**src/rtl/regfile_wb_arbiter_pkg.sv**
```systemverilog
`default_nettype none
// ============================================================================
// Module  : regfile_wb_arbiter_pkg
// Purpose : Shared constants and types for the register-file write-port
//           arbiter and its M-result FIFO.
// Contents: RF_XLEN / RF_AW default widths, write-request struct,
//           write-port selection-source enum.
// Revision: 1.0 - initial release
// ============================================================================
package regfile_wb_arbiter_pkg;

  localparam int RF_XLEN = 32;
  localparam int RF_AW   = 5;

  // One register-file write: destination index plus data.
  typedef struct packed {
    logic [RF_AW-1:0]   rd;
    logic [RF_XLEN-1:0] data;
  } wr_req_t;

  // Which requester owns the write port in the coming cycle.
  typedef enum logic [1:0] {
    SEL_NONE = 2'd0,
    SEL_P    = 2'd1,
    SEL_FIFO = 2'd2,
    SEL_M    = 2'd3
  } sel_e;

endpackage
`default_nettype wire

```
**src/rtl/regfile_wb_arbiter_wb_fifo.sv**
```systemverilog
`default_nettype none
// ============================================================================
// Module  : regfile_wb_arbiter_wb_fifo
// Purpose : DEPTH-entry synchronous FIFO holding M write requests until the
//           register-file write port is free. Exposes per-entry valid bits
//           and rd fields so the arbiter can do pending/conflict compares.
// Ports   : clk, rst (async active-low)
//           push, push_rd, push_data   - enqueue at tail
//           pop                        - dequeue head
//           head_rd, head_data         - oldest entry
//           count                      - occupancy 0..DEPTH
//           entry_valid[DEPTH]         - slot holds a live entry
//           entry_rd[DEPTH*AW]         - rd of each slot (slot i at i*AW)
// Revision: 1.0 - initial release
// ============================================================================
module regfile_wb_arbiter_wb_fifo
  import regfile_wb_arbiter_pkg::*;
#(
  parameter int XLEN  = RF_XLEN,
  parameter int AW    = RF_AW,
  parameter int DEPTH = 2,
  localparam int PW   = $clog2(DEPTH),
  localparam int CW   = $clog2(DEPTH) + 1
) (
  input  logic              clk,
  input  logic              rst,
  input  logic              push,
  input  logic [AW-1:0]     push_rd,
  input  logic [XLEN-1:0]   push_data,
  input  logic              pop,
  output logic [AW-1:0]     head_rd,
  output logic [XLEN-1:0]   head_data,
  output logic [CW-1:0]     count,
  output logic [DEPTH-1:0]  entry_valid,
  output logic [DEPTH*AW-1:0] entry_rd
);

  logic [AW-1:0]   rd_q   [DEPTH];
  logic [AW-1:0]   rd_d   [DEPTH];
  logic [XLEN-1:0] data_q [DEPTH];
  logic [XLEN-1:0] data_d [DEPTH];
  logic [PW-1:0]   wr_ptr_q, wr_ptr_d;
  logic [PW-1:0]   rd_ptr_q, rd_ptr_d;
  logic [CW-1:0]   count_q,  count_d;

  // DEPTH is a power of two, so the pointers wrap naturally at DEPTH.
  always_comb begin
    rd_d     = rd_q;
    data_d   = data_q;
    wr_ptr_d = wr_ptr_q;
    rd_ptr_d = rd_ptr_q;
    if (push) begin
      rd_d[wr_ptr_q]   = push_rd;
      data_d[wr_ptr_q] = push_data;
      wr_ptr_d         = wr_ptr_q + 1'b1;
    end
    if (pop) begin
      rd_ptr_d = rd_ptr_q + 1'b1;
    end
    count_d = count_q + CW'(push) - CW'(pop);
  end

  always_ff @(posedge clk or negedge rst) begin
    if (!rst) begin
      for (int i = 0; i < DEPTH; i++) begin
        rd_q[i]   <= '0;
        data_q[i] <= '0;
      end
      wr_ptr_q <= '0;
      rd_ptr_q <= '0;
      count_q  <= '0;
    end else begin
      rd_q     <= rd_d;
      data_q   <= data_d;
      wr_ptr_q <= wr_ptr_d;
      rd_ptr_q <= rd_ptr_d;
      count_q  <= count_d;
    end
  end

  assign head_rd   = rd_q[rd_ptr_q];
  assign head_data = data_q[rd_ptr_q];
  assign count     = count_q;

  // A slot is live when its distance from the head is below the occupancy.
  for (genvar i = 0; i < DEPTH; i++) begin : g_entry
    logic [PW-1:0] offs;
    assign offs                  = PW'(i) - rd_ptr_q;
    assign entry_valid[i]        = (CW'(offs) < count_q);
    assign entry_rd[i*AW +: AW]  = rd_q[i];
  end

endmodule
`default_nettype wire

```
**src/rtl/regfile_wb_arbiter.sv**
```systemverilog
`default_nettype none
// ============================================================================
// Module  : regfile_wb_arbiter
// Purpose : Shares the register-file write port between the pipeline
//           writeback stage (P, priority) and a long-latency unit (M, via
//           valid/ready into a small FIFO). Flags decode operands that still
//           have a write in flight.
// Ports   : clk, rst (async active-low)
//           p_valid/p_rd/p_data, p_stall        - pipeline writeback
//           m_valid/m_ready/m_rd/m_data         - M result handshake
//           readregA/B -> pendA/B               - pending-write flags
//           RegWrite/writereg/writedata         - registered write port
//           fifo_count                          - M FIFO occupancy
// Revision: 1.0 - initial release
// ============================================================================
module regfile_wb_arbiter
  import regfile_wb_arbiter_pkg::*;
#(
  parameter int XLEN         = RF_XLEN,
  parameter int AW           = RF_AW,
  parameter int DEPTH        = 2,
  parameter int STARVE_LIMIT = 4,
  localparam int CW          = $clog2(DEPTH) + 1,
  localparam int SW          = $clog2(STARVE_LIMIT + 1)
) (
  input  logic            clk,
  input  logic            rst,
  input  logic            p_valid,
  input  logic [AW-1:0]   p_rd,
  input  logic [XLEN-1:0] p_data,
  output logic            p_stall,
  input  logic            m_valid,
  output logic            m_ready,
  input  logic [AW-1:0]   m_rd,
  input  logic [XLEN-1:0] m_data,
  input  logic [AW-1:0]   readregA,
  input  logic [AW-1:0]   readregB,
  output logic            pendA,
  output logic            pendB,
  output logic            RegWrite,
  output logic [AW-1:0]   writereg,
  output logic [XLEN-1:0] writedata,
  output logic [CW-1:0]   fifo_count
);

  logic [CW-1:0]       count;
  logic [DEPTH-1:0]    entry_valid;
  logic [DEPTH*AW-1:0] entry_rd;
  logic [AW-1:0]       head_rd;
  logic [XLEN-1:0]     head_data;

  logic                reg_write_q, reg_write_d;
  logic [AW-1:0]       writereg_q,  writereg_d;
  logic [XLEN-1:0]     writedata_q, writedata_d;
  logic [SW-1:0]       starve_q,    starve_d;

  logic fifo_ne, mh, m_req, p_req, p_hit, hit_a, hit_b, conflict, push, pop;
  sel_e sel;

  regfile_wb_arbiter_wb_fifo #(
    .XLEN  (XLEN),
    .AW    (AW),
    .DEPTH (DEPTH)
  ) u_wb_fifo (
    .clk         (clk),
    .rst         (rst),
    .push        (push),
    .push_rd     (m_rd),
    .push_data   (m_data),
    .pop         (pop),
    .head_rd     (head_rd),
    .head_data   (head_data),
    .count       (count),
    .entry_valid (entry_valid),
    .entry_rd    (entry_rd)
  );

  // Occupancy-only ready: a full FIFO never accepts, even if it dequeues.
  assign m_ready = rst & (count < CW'(DEPTH));
  assign fifo_ne = (count != '0);
  assign mh      = m_valid & m_ready;
  assign m_req   = mh & (m_rd != '0);
  assign p_req   = p_valid & (p_rd != '0);

  always_comb begin
    p_hit = 1'b0;
    hit_a = 1'b0;
    hit_b = 1'b0;
    for (int i = 0; i < DEPTH; i++) begin
      if (entry_valid[i] && entry_rd[i*AW +: AW] == p_rd)     p_hit = 1'b1;
      if (entry_valid[i] && entry_rd[i*AW +: AW] == readregA) hit_a = 1'b1;
      if (entry_valid[i] && entry_rd[i*AW +: AW] == readregB) hit_b = 1'b1;
    end
  end

  // P must not overtake an older M write to the same register.
  assign conflict = p_req & (p_hit | (m_req & (m_rd == p_rd)));

  always_comb begin
    sel     = SEL_NONE;
    p_stall = 1'b0;
    if (fifo_ne && (starve_q == SW'(STARVE_LIMIT) || conflict)) begin
      sel     = SEL_FIFO;
      p_stall = 1'b1;
    end else if (conflict) begin
      // FIFO empty: the conflicting M result bypasses first, P retries.
      sel     = SEL_M;
      p_stall = 1'b1;
    end else if (p_req) begin
      sel = SEL_P;
    end else if (fifo_ne) begin
      sel = SEL_FIFO;
    end else if (m_req) begin
      sel = SEL_M;
    end
  end

  assign pop  = (sel == SEL_FIFO);
  assign push = m_req & (sel != SEL_M);

  always_comb begin
    reg_write_d = 1'b0;
    writereg_d  = writereg_q;
    writedata_d = writedata_q;
    case (sel)
      SEL_P: begin
        reg_write_d = 1'b1;
        writereg_d  = p_rd;
        writedata_d = p_data;
      end
      SEL_FIFO: begin
        reg_write_d = 1'b1;
        writereg_d  = head_rd;
        writedata_d = head_data;
      end
      SEL_M: begin
        reg_write_d = 1'b1;
        writereg_d  = m_rd;
        writedata_d = m_data;
      end
      default: ;
    endcase

    starve_d = starve_q;
    if (!fifo_ne || pop) begin
      starve_d = '0;
    end else if (sel == SEL_P && starve_q != SW'(STARVE_LIMIT)) begin
      starve_d = starve_q + 1'b1;
    end
  end

  always_ff @(posedge clk or negedge rst) begin
    if (!rst) begin
      reg_write_q <= 1'b0;
      writereg_q  <= '0;
      writedata_q <= '0;
      starve_q    <= '0;
    end else begin
      reg_write_q <= reg_write_d;
      writereg_q  <= writereg_d;
      writedata_q <= writedata_d;
      starve_q    <= starve_d;
    end
  end

  assign RegWrite   = reg_write_q;
  assign writereg   = writereg_q;
  assign writedata  = writedata_q;
  assign fifo_count = count;

  assign pendA = (readregA != '0) & (hit_a | (reg_write_q & (writereg_q == readregA)));
  assign pendB = (readregB != '0) & (hit_b | (reg_write_q & (writereg_q == readregB)));

endmodule
`default_nettype wire

```
**config.mk**
```make
export PLATFORM = sky130hd
export DESIGN_NAME = regfile_wb_arbiter
export DESIGN_NICKNAME = d
export VERILOG_FILES = /design/src/rtl/regfile_wb_arbiter_pkg.sv /design/src/rtl/regfile_wb_arbiter_wb_fifo.sv /design/src/rtl/regfile_wb_arbiter.sv
export SDC_FILE = /design/constraint.sdc
export NUM_CORES = 1
export LEC_CHECK = 0
export BUFFER_PORTS_ARGS = -buffer_cell sky130_fd_sc_hd__buf_2
export CELL_PAD_IN_SITES_DETAIL_PLACEMENT = 1
export CELL_PAD_IN_SITES_GLOBAL_PLACEMENT = 2
export CORE_UTILIZATION = 35
export DETAILED_ROUTE_END_ITERATION = 10
export PLACE_DENSITY_LB_ADDON = 0.1
export REMOVE_ABC_BUFFERS = 1
export SLEW_MARGIN = 30
export SYNTH_ARGS = -nofsm -noshare
export SYNTH_HDL_FRONTEND = slang
export SYNTH_SLANG_ARGS = --single-unit
export TNS_END_PERCENT = 100
```
**constraint.sdc**
```tcl
create_clock -name clk -period 3.37 [get_ports clk]
set_input_delay 0.674 -clock clk [delete_from_list [all_inputs] [get_ports clk]]
set_output_delay 0.674 -clock clk [all_outputs]
set_load 0.01 [all_outputs]
```
==> flow_summary.json, run 1 <==
{
  "synthFlopType": "dfrtp_1",
  "clk_latency_ns": 0.41,
  "numCtsBuffers": 17,
  "leakagePower_nw": 3.59,
  "grt_pass1_wl_mm": 30.8,
  "htreeDepth": 4,
  "period_share": 0.894,
  "clock_skew_ns": 0.00906,
  "finalWeightedCongestion": 0.843,
  "top_level_ports": 132,
  "vias": 5029,
  "postSynthCellCount": 574,
  "grt_usage": 0.219,
  "clockRootBuffer": "clkbuf_16",
  "via_per_inst": 5.36,
  "ir_drop_mv": 0.574,
  "grt.overflow.total": 0,
  "worstPathArrival_ns": 2.34,
  "cts_sinks": 119,
  "syn2layout_area_growth_pct": 24.4,
  "grt_max_degree": 74,
  "fmax_ghz": 0.332,
  "async_flop_share": 1.00,
  "timing.hold.ws_ns": 0.407,
  "fillCellCount": 1930,
  "endpoint_kind": "output port",
  "regArea_um2": 2980,
  "path_class": "reg -> out",
  "ys_ff_latch": 119,
  "rsz0062_at_grt": "no",
  "place_ws_ns": 0.312,
  "period_needed_ns": 3.01,
  "powerDensity_nw_per_um2": 970,
  "utilization": 0.451,
  "yosysMostFrequentCell": "dfrtp_1",
  "synth_top_area_frac": 0.470,
  "worst_slew_pin_slew_ns": 0.946,
  "drt-initial-drc-count": 205,
  "r2r_cells": 7,
  "firstDrtPassIters": 4,
  "io_buffers": 131,
  "reg2reg_slack_ns": 0.61,
  "synth_edf_count": 0,
  "multi_input_area_um2": 3160,
  "design_area_um2": 7880,
  "fin_ws_ns": 0.356,
  "yosys_warnings": 0,
  "routed_wirelength_mm": 19.1,
  "core.rowCount": 48,
  "grt_pass1_vias": 5559,
  "synth_cell_types": 43,
  "avgRoutedWirePerCell_um": 20.4,
  "fp.dieW_um": 137,
  "crit_fanout": 6,
  "min_path_type": "in -> async",
  "hold_viol_final": 0,
  "ant_nets": 0,
  "drive_above_1_share": 0.324,
  "die_area_um2": 18700,
  "reg2reg_to": "u_wb_fifo.data_q[0]",
  "die_h_um": 137,
  "dpl.hpwl_mm": 12.5,
  "cts_tree": "yes",
  "avgSynthCellArea_um2": 11.0,
  "dpl-instance-area_um2": 7260,
  "slew_viol_final": 0,
  "relSlewSlack": 0.369,
  "num_antenna_cells": 0,
  "core_area_um2": 17500,
  "clk_pin_slew_ns": 0.06,
  "regToRegStartpoint": "u_wb_fifo.count[0]",
  "antenna_found_initial": 1,
  "nNetsFinal": 794,
  "postCtsResizedCells": 0,
  "synth_area_leader_cell": "dfrtp_1",
  "cts_hold_buffers": 0,
  "route.detailed.drc": 0,
  "max-cap-violations": 0,
  "cts_setup_buffers": 0,
  "status": "complete, no violations",
  "critPathLaunchType": "flop",
  "yosys-top-cells-count": "119 x dfrtp_1, 73 x a21oi_1, 43 x nor2_1, 42 x mux2_2, 42 x nand2_1",
  "netlist_area_um2": 6340,
  "clk_path_buf_depth": 2,
  "setup_viol_count_final": 0,
  "crit_required_ns": 2.70,
  "start_util": 0.363,
  "yosys-top-cells-area": "dfrtp_1 47%, mux2_2 7.5%, mux2i_1 6.0%, a21oi_1 5.8%, mux2_1 5.7%",
  "ys_seq_area_frac": 0.470
}
how the worst max path moves through the flow:
stage,startpoint,endpoint,cells after the start,slack [ns]
final,u_wb_fifo.count[0],p_stall,6,0.36
after global routing,u_wb_fifo.count[0],p_stall,6,0.22
after CTS,u_wb_fifo.count[1],p_stall,6,0.13
after detailed placement,p_rd[4],u_wb_fifo.data_q[0],8,0.31
after global placement,rst,p_stall,7,0.34
after floorplan,m_rd[1],u_wb_fifo.count[1],10,-2.31
cell usage in the layout, fill, tap and decap left out, drive strengths merged, types with 2 or more instances in the layout:
cell,instances
a21oi,73
a31oi,3
buf,149
bufinv,4
clkbuf,23
clkinv,3
dfrtp,119
ha,4
inv,6
mux2,74
mux2i,38
nand2,42
nand3,5
nor2,43
nor2b,2
nor3,6
nor4,9
o21ai,4
o22a,2
o22ai,2
o2bb2ai,2
o31a,2
o31ai,3
o32a,34
or2,2
or4,3
xnor2,24
xor2,25
layout make-up:
class,instances,share of cell area
multi-input cells,409,0.401
flip-flops and latches,119,0.378
repair buffers,149,0.104
clock buffers,23,0.0594
well taps,225,0.0357
clock inverters,8,0.0186
inverters,6,0.00286
metal layers:
layer	part of all wire	track usage
met5	0	0
met4	0.0093	0.0593
met3	0.041	0.0519
met2	0.50	0.378
met1	0.45	0.271
stage by stage:
step           TNS [ns]  cells  power (W)
3_3_place_gp          0    908    0.00566
5_1_grt               0    939    0.00817
4_1_cts               0    939    0.00775
2_1_floorplan   -118.59    534    0.00465
3_5_place_dp          0    908    0.00580
6_report              0    939    0.00765
power by group:
| group | leakage [nW] | total, W | internal (W) | switching, W |
|---|---|---|---|---|
| combinational | 1.86 | 0.00306 | 0.00148 | 0.00158 |
| clock | 0.297 | 0.00191 | 0.00127 | 0.000640 |
| sequential | 1.43 | 0.00268 | 0.00215 | 0.000531 |
| total | 3.59 | 0.00765 | 0.00490 | 0.00275 |
flip-flops by register name (all words and copies together) (netlist names):
name / flops
writedata: 32
u_wb_fifo.rd_ptr_q: 1
starve_q: 3
u_wb_fifo.count: 2
writereg: 5
RegWrite: 1
u_wb_fifo.data_q: 64
u_wb_fifo.wr_ptr_q: 1
u_wb_fifo.entry_rd: 10
cells by family after synthesis:
| group | count (synthesis) | share of synthesized area |
|---|---|---|
| AO/OA/AOI/OAI | 128 | 0.140 |
| AND/OR/NAND/NOR | 116 | 0.0849 |
| multiplexers | 112 | 0.191 |
| adder cells (fa/ha/maj) | 4 | 0.00789 |
| buffers and inverters | 46 | 0.0387 |
| XOR/XNOR | 49 | 0.0677 |
| flip-flops | 119 | 0.470 |
critical path, cell delays in order, from the launching register on:
cell and delay (ns):
dfrtp_1 0.43, a21oi_1 0.19, or4_1 0.61, o22ai_4 0.30, nor2_1 0.09, o22ai_1 0.14, buf_2 0.16
Power figures use the tool's default switching activity.
==> run 2: changes to the inputs <==
--- a/config.mk
+++ b/config.mk
@@ -15,5 +15,6 @@
 export SLEW_MARGIN = 30
 export SYNTH_ARGS = -nofsm -noshare
 export SYNTH_HDL_FRONTEND = slang
+export SYNTH_HIERARCHICAL = 1
 export SYNTH_SLANG_ARGS = --single-unit
 export TNS_END_PERCENT = 100
==> run 2 against run 1 <==
Global-route usage decreased by 1.3 points. Total power decreased by 0.26%. Clock-buffer cell count down 6. Critical endpoint unchanged.
==> flow_summary.json, run 2 <==
{
  "status": "complete, no violations",
  "timing.hold.ws_ns": 0.344,
  "num_antenna_cells": 0,
  "powerDensity_nw_per_um2": 958,
  "crit_required_ns": 2.70,
  "period_share": 0.842,
  "min_path_type": "in -> async",
  "core.rowCount": 49,
  "yosysMostFrequentCell": "dfrtp_1",
  "route.detailed.drc": 0,
  "final_common_cell": "buf_2",
  "clkPwrFrac": 0.222,
  "endpoint_kind": "output port",
  "synth_cell_types": 42,
  "postCtsResizedCells": 0,
  "final_cell_mix": "130 x buf_2, 118 x dfrtp_1, 61 x mux2_2, 45 x nand2_1, 38 x o211ai_1",
  "critPathSlowestCell": "dfrtp_1",
  "place_ws_ns": 0.204,
  "worstPathArrival_ns": 2.17,
  "ys_ff_latch": 119,
  "synthFlopType": "dfrtp_1",
  "numCtsBuffers": 17,
  "netlist_area_um2": 6610,
  "cts_hold_buffers": 0,
  "drt-initial-drc-count": 148,
  "fmax_ghz": 0.352,
  "relSlewSlack": 0.472,
  "ys_seq_area_frac": 0.451,
  "crit_buf_inv": 2,
  "clk_pin_slew_ns": 0.06,
  "fin_tns_setup_ns": 0,
  "synth_edf_count": 0,
  "routed_wirelength_mm": 18.9,
  "clock_skew_ns": 0.0123,
  "start_util": 0.363,
  "core_area_um2": 18200,
  "p_int_w": 0.00476,
  "cp_top_family": "compound AO/OA/AOI/OAI gates",
  "largest_register_ffs": 64,
  "clockRootBuffer": "clkbuf_16",
  "fp.dieW_um": 139,
  "max-cap-violations": 0,
  "sw_frac_of_total": 0.376,
  "avgRoutedWirePerCell_um": 21.1,
  "dpl.hpwl_mm": 12.7,
  "fin_ws_ns": 0.531,
  "syn2layout_area_growth_pct": 20.5,
  "instances_no_fill": 897,
  "antenna_found_initial": 0,
  "power_w": 0.00763,
  "crit_fanout": 4,
  "grt_pass1_vias": 5308,
  "top_level_ports": 132,
  "leakagePower_nw": 3.50,
  "die_area_um2": 19400,
  "finalWeightedCongestion": 0.809,
  "ir_drop_mv": 0.394,
  "period_needed_ns": 2.84,
  "cp_cell_sequence": "inv_1, o21bai_1, nand2_1, o22ai_1, a21oi_1, o22ai_1, buf_2",
  "grt_max_degree": 79,
  "yosys_warnings": 6,
  "firstDrtPassIters": 4,
  "fillCellCount": 1965,
  "cts_sinks": 119,
  "die_h_um": 139,
  "drive_above_1_share": 0.413,
  "yosys-top-cells-count": "119 x dfrtp_1, 61 x mux2_2, 45 x nand2_1, 38 x o211ai_1",
  "rsz0062_at_grt": "no",
  "regMostFlops": "u_wb_fifo/data_q",
  "yosys-top-cells-area": "dfrtp_1 45%, mux2_2 10%, mux2_4 6.8%, a221o_1 5.6%, mux2i_1 5.6%",
  "vias": 4822,
  "clk_latency_ns": 0.42,
  "worst_slew_pin_slew_ns": 0.791,
  "via_per_inst": 5.38,
  "io_buffers": 131,
  "synth_area_leader_cell": "dfrtp_1",
  "cts_setup_buffers": 0,
  "setup_viol_count_final": 0,
  "power_frac_seq": 0.366,
  "path_class": "reg -> out",
  "clk_path_buf_depth": 2,
  "critical_path.max_stage_delay_ns": 0.49,
  "postSynthCellCount": 527,
  "synth_top_area_frac": 0.451,
  "cts_tree": "yes",
  "grt.overflow.total": 0,
  "htreeDepth": 4,
  "critPathLaunchType": "flop",
  "slew_viol_final": 0,
  "async_flop_share": 1.00,
  "p_sw_w": 0.00287,
  "hold_viol_final": 0,
  "grt_pass1_wl_mm": 30.6,
  "ant_nets": 0,
  "avgSynthCellArea_um2": 12.5,
  "p_comb_frac": 0.412,
  "nNetsFinal": 747,
  "grt_usage": 0.206,
  "placed_cells": 865,
  "path_common_cell": "o22ai_1"
}
[run 2: cell types whose count changed in the layout (fill, tap and decap cells not counted), sizes merged, moves of 4 or more]
cell and delta:
nand2 +4, a221o +37, o211ai +37, a21oi -69, mux2 +37, inv +6
buf -4, bufinv -4, xor2 +4, o32a -34, clkbuf -6, nor2 -40
[run 2: path summary, 6_finish.rpt]
check                              startpoint                   end  slack (ns)  cells past startpoint
min                                       rst         writedata[30]        0.34                      2
max in group asynchronous                 rst  u_wb_fifo/data_q[12]        1.91                      3
min reg2reg                       starve_q[0]           starve_q[0]        0.47                      1
max reg2reg                u_wb_fifo/count[0]  u_wb_fifo/data_q[31]        0.65                     10
max                        u_wb_fifo/count[0]               p_stall        0.53                      7
min in group clk                  starve_q[0]           starve_q[0]        0.47                      1
[run 2: layout make-up]
cell class	instances	area [µm²]	area share
flip-flops and latches	119	2980	0.374
well taps	229	287	0.0360
clock buffers	17	425	0.0534
inverters	5	18.8	0.00236
clock inverters	15	120	0.0151
multi-input cells	367	3350	0.421
repair buffers	145	779	0.0979
[run 2: per-layer routing]
metal,global-route usage,part of all wire
met5,0,0
met4,0.0608,0.012
met3,0.0471,0.038
met2,0.334,0.49
met1,0.273,0.46
[run 2: kinds of logic after synthesis]
kind of cell / count (synthesis) / synth area share
AO/OA/AOI/OAI: 92 / 0.117
XOR/XNOR: 50 / 0.0663
adder cells (fa/ha/maj): 4 / 0.00757
buffers and inverters: 41 / 0.0441
flip-flops: 119 / 0.451
multiplexers: 148 / 0.262
AND/OR/NAND/NOR: 73 / 0.0523
[run 2: worst reg2reg max path, cell delays in order, from the launching register on]
cell	delay [ns]
dfrtp_1	0.49
inv_1	0.12
o21bai_1	0.31
nand2_1	0.09
o22ai_1	0.27
a21oi_1	0.11
nand2_1	0.08
a21oi_1	0.08
buf_4	0.19
nand2_4	0.45
mux2_2	0.42
[run 2: power groups by stage]
stage	combinational (W)	clock (W)	sequential [W]
finish	0.00314	0.00169	0.00279
CTS	0.00320	0.00173	0.00280
global route	0.00342	0.00180	0.00290
detailed placement	0.00319	0	0.00280
floorplan	0.00203	0	0.00276
global placement	0.00309	0	0.00276
[run 2: through the flow]
| step | cell area, µm² | utilization |
|---|---|---|
| finish | 7960 | 0.437 |
| global route | 7960 | 0.437 |
| CTS | 7960 | 0.437 |
| detailed placement | 7420 | 0.407 |
| global placement | 7410 | 0.407 |
| floorplan | 6330 | - |
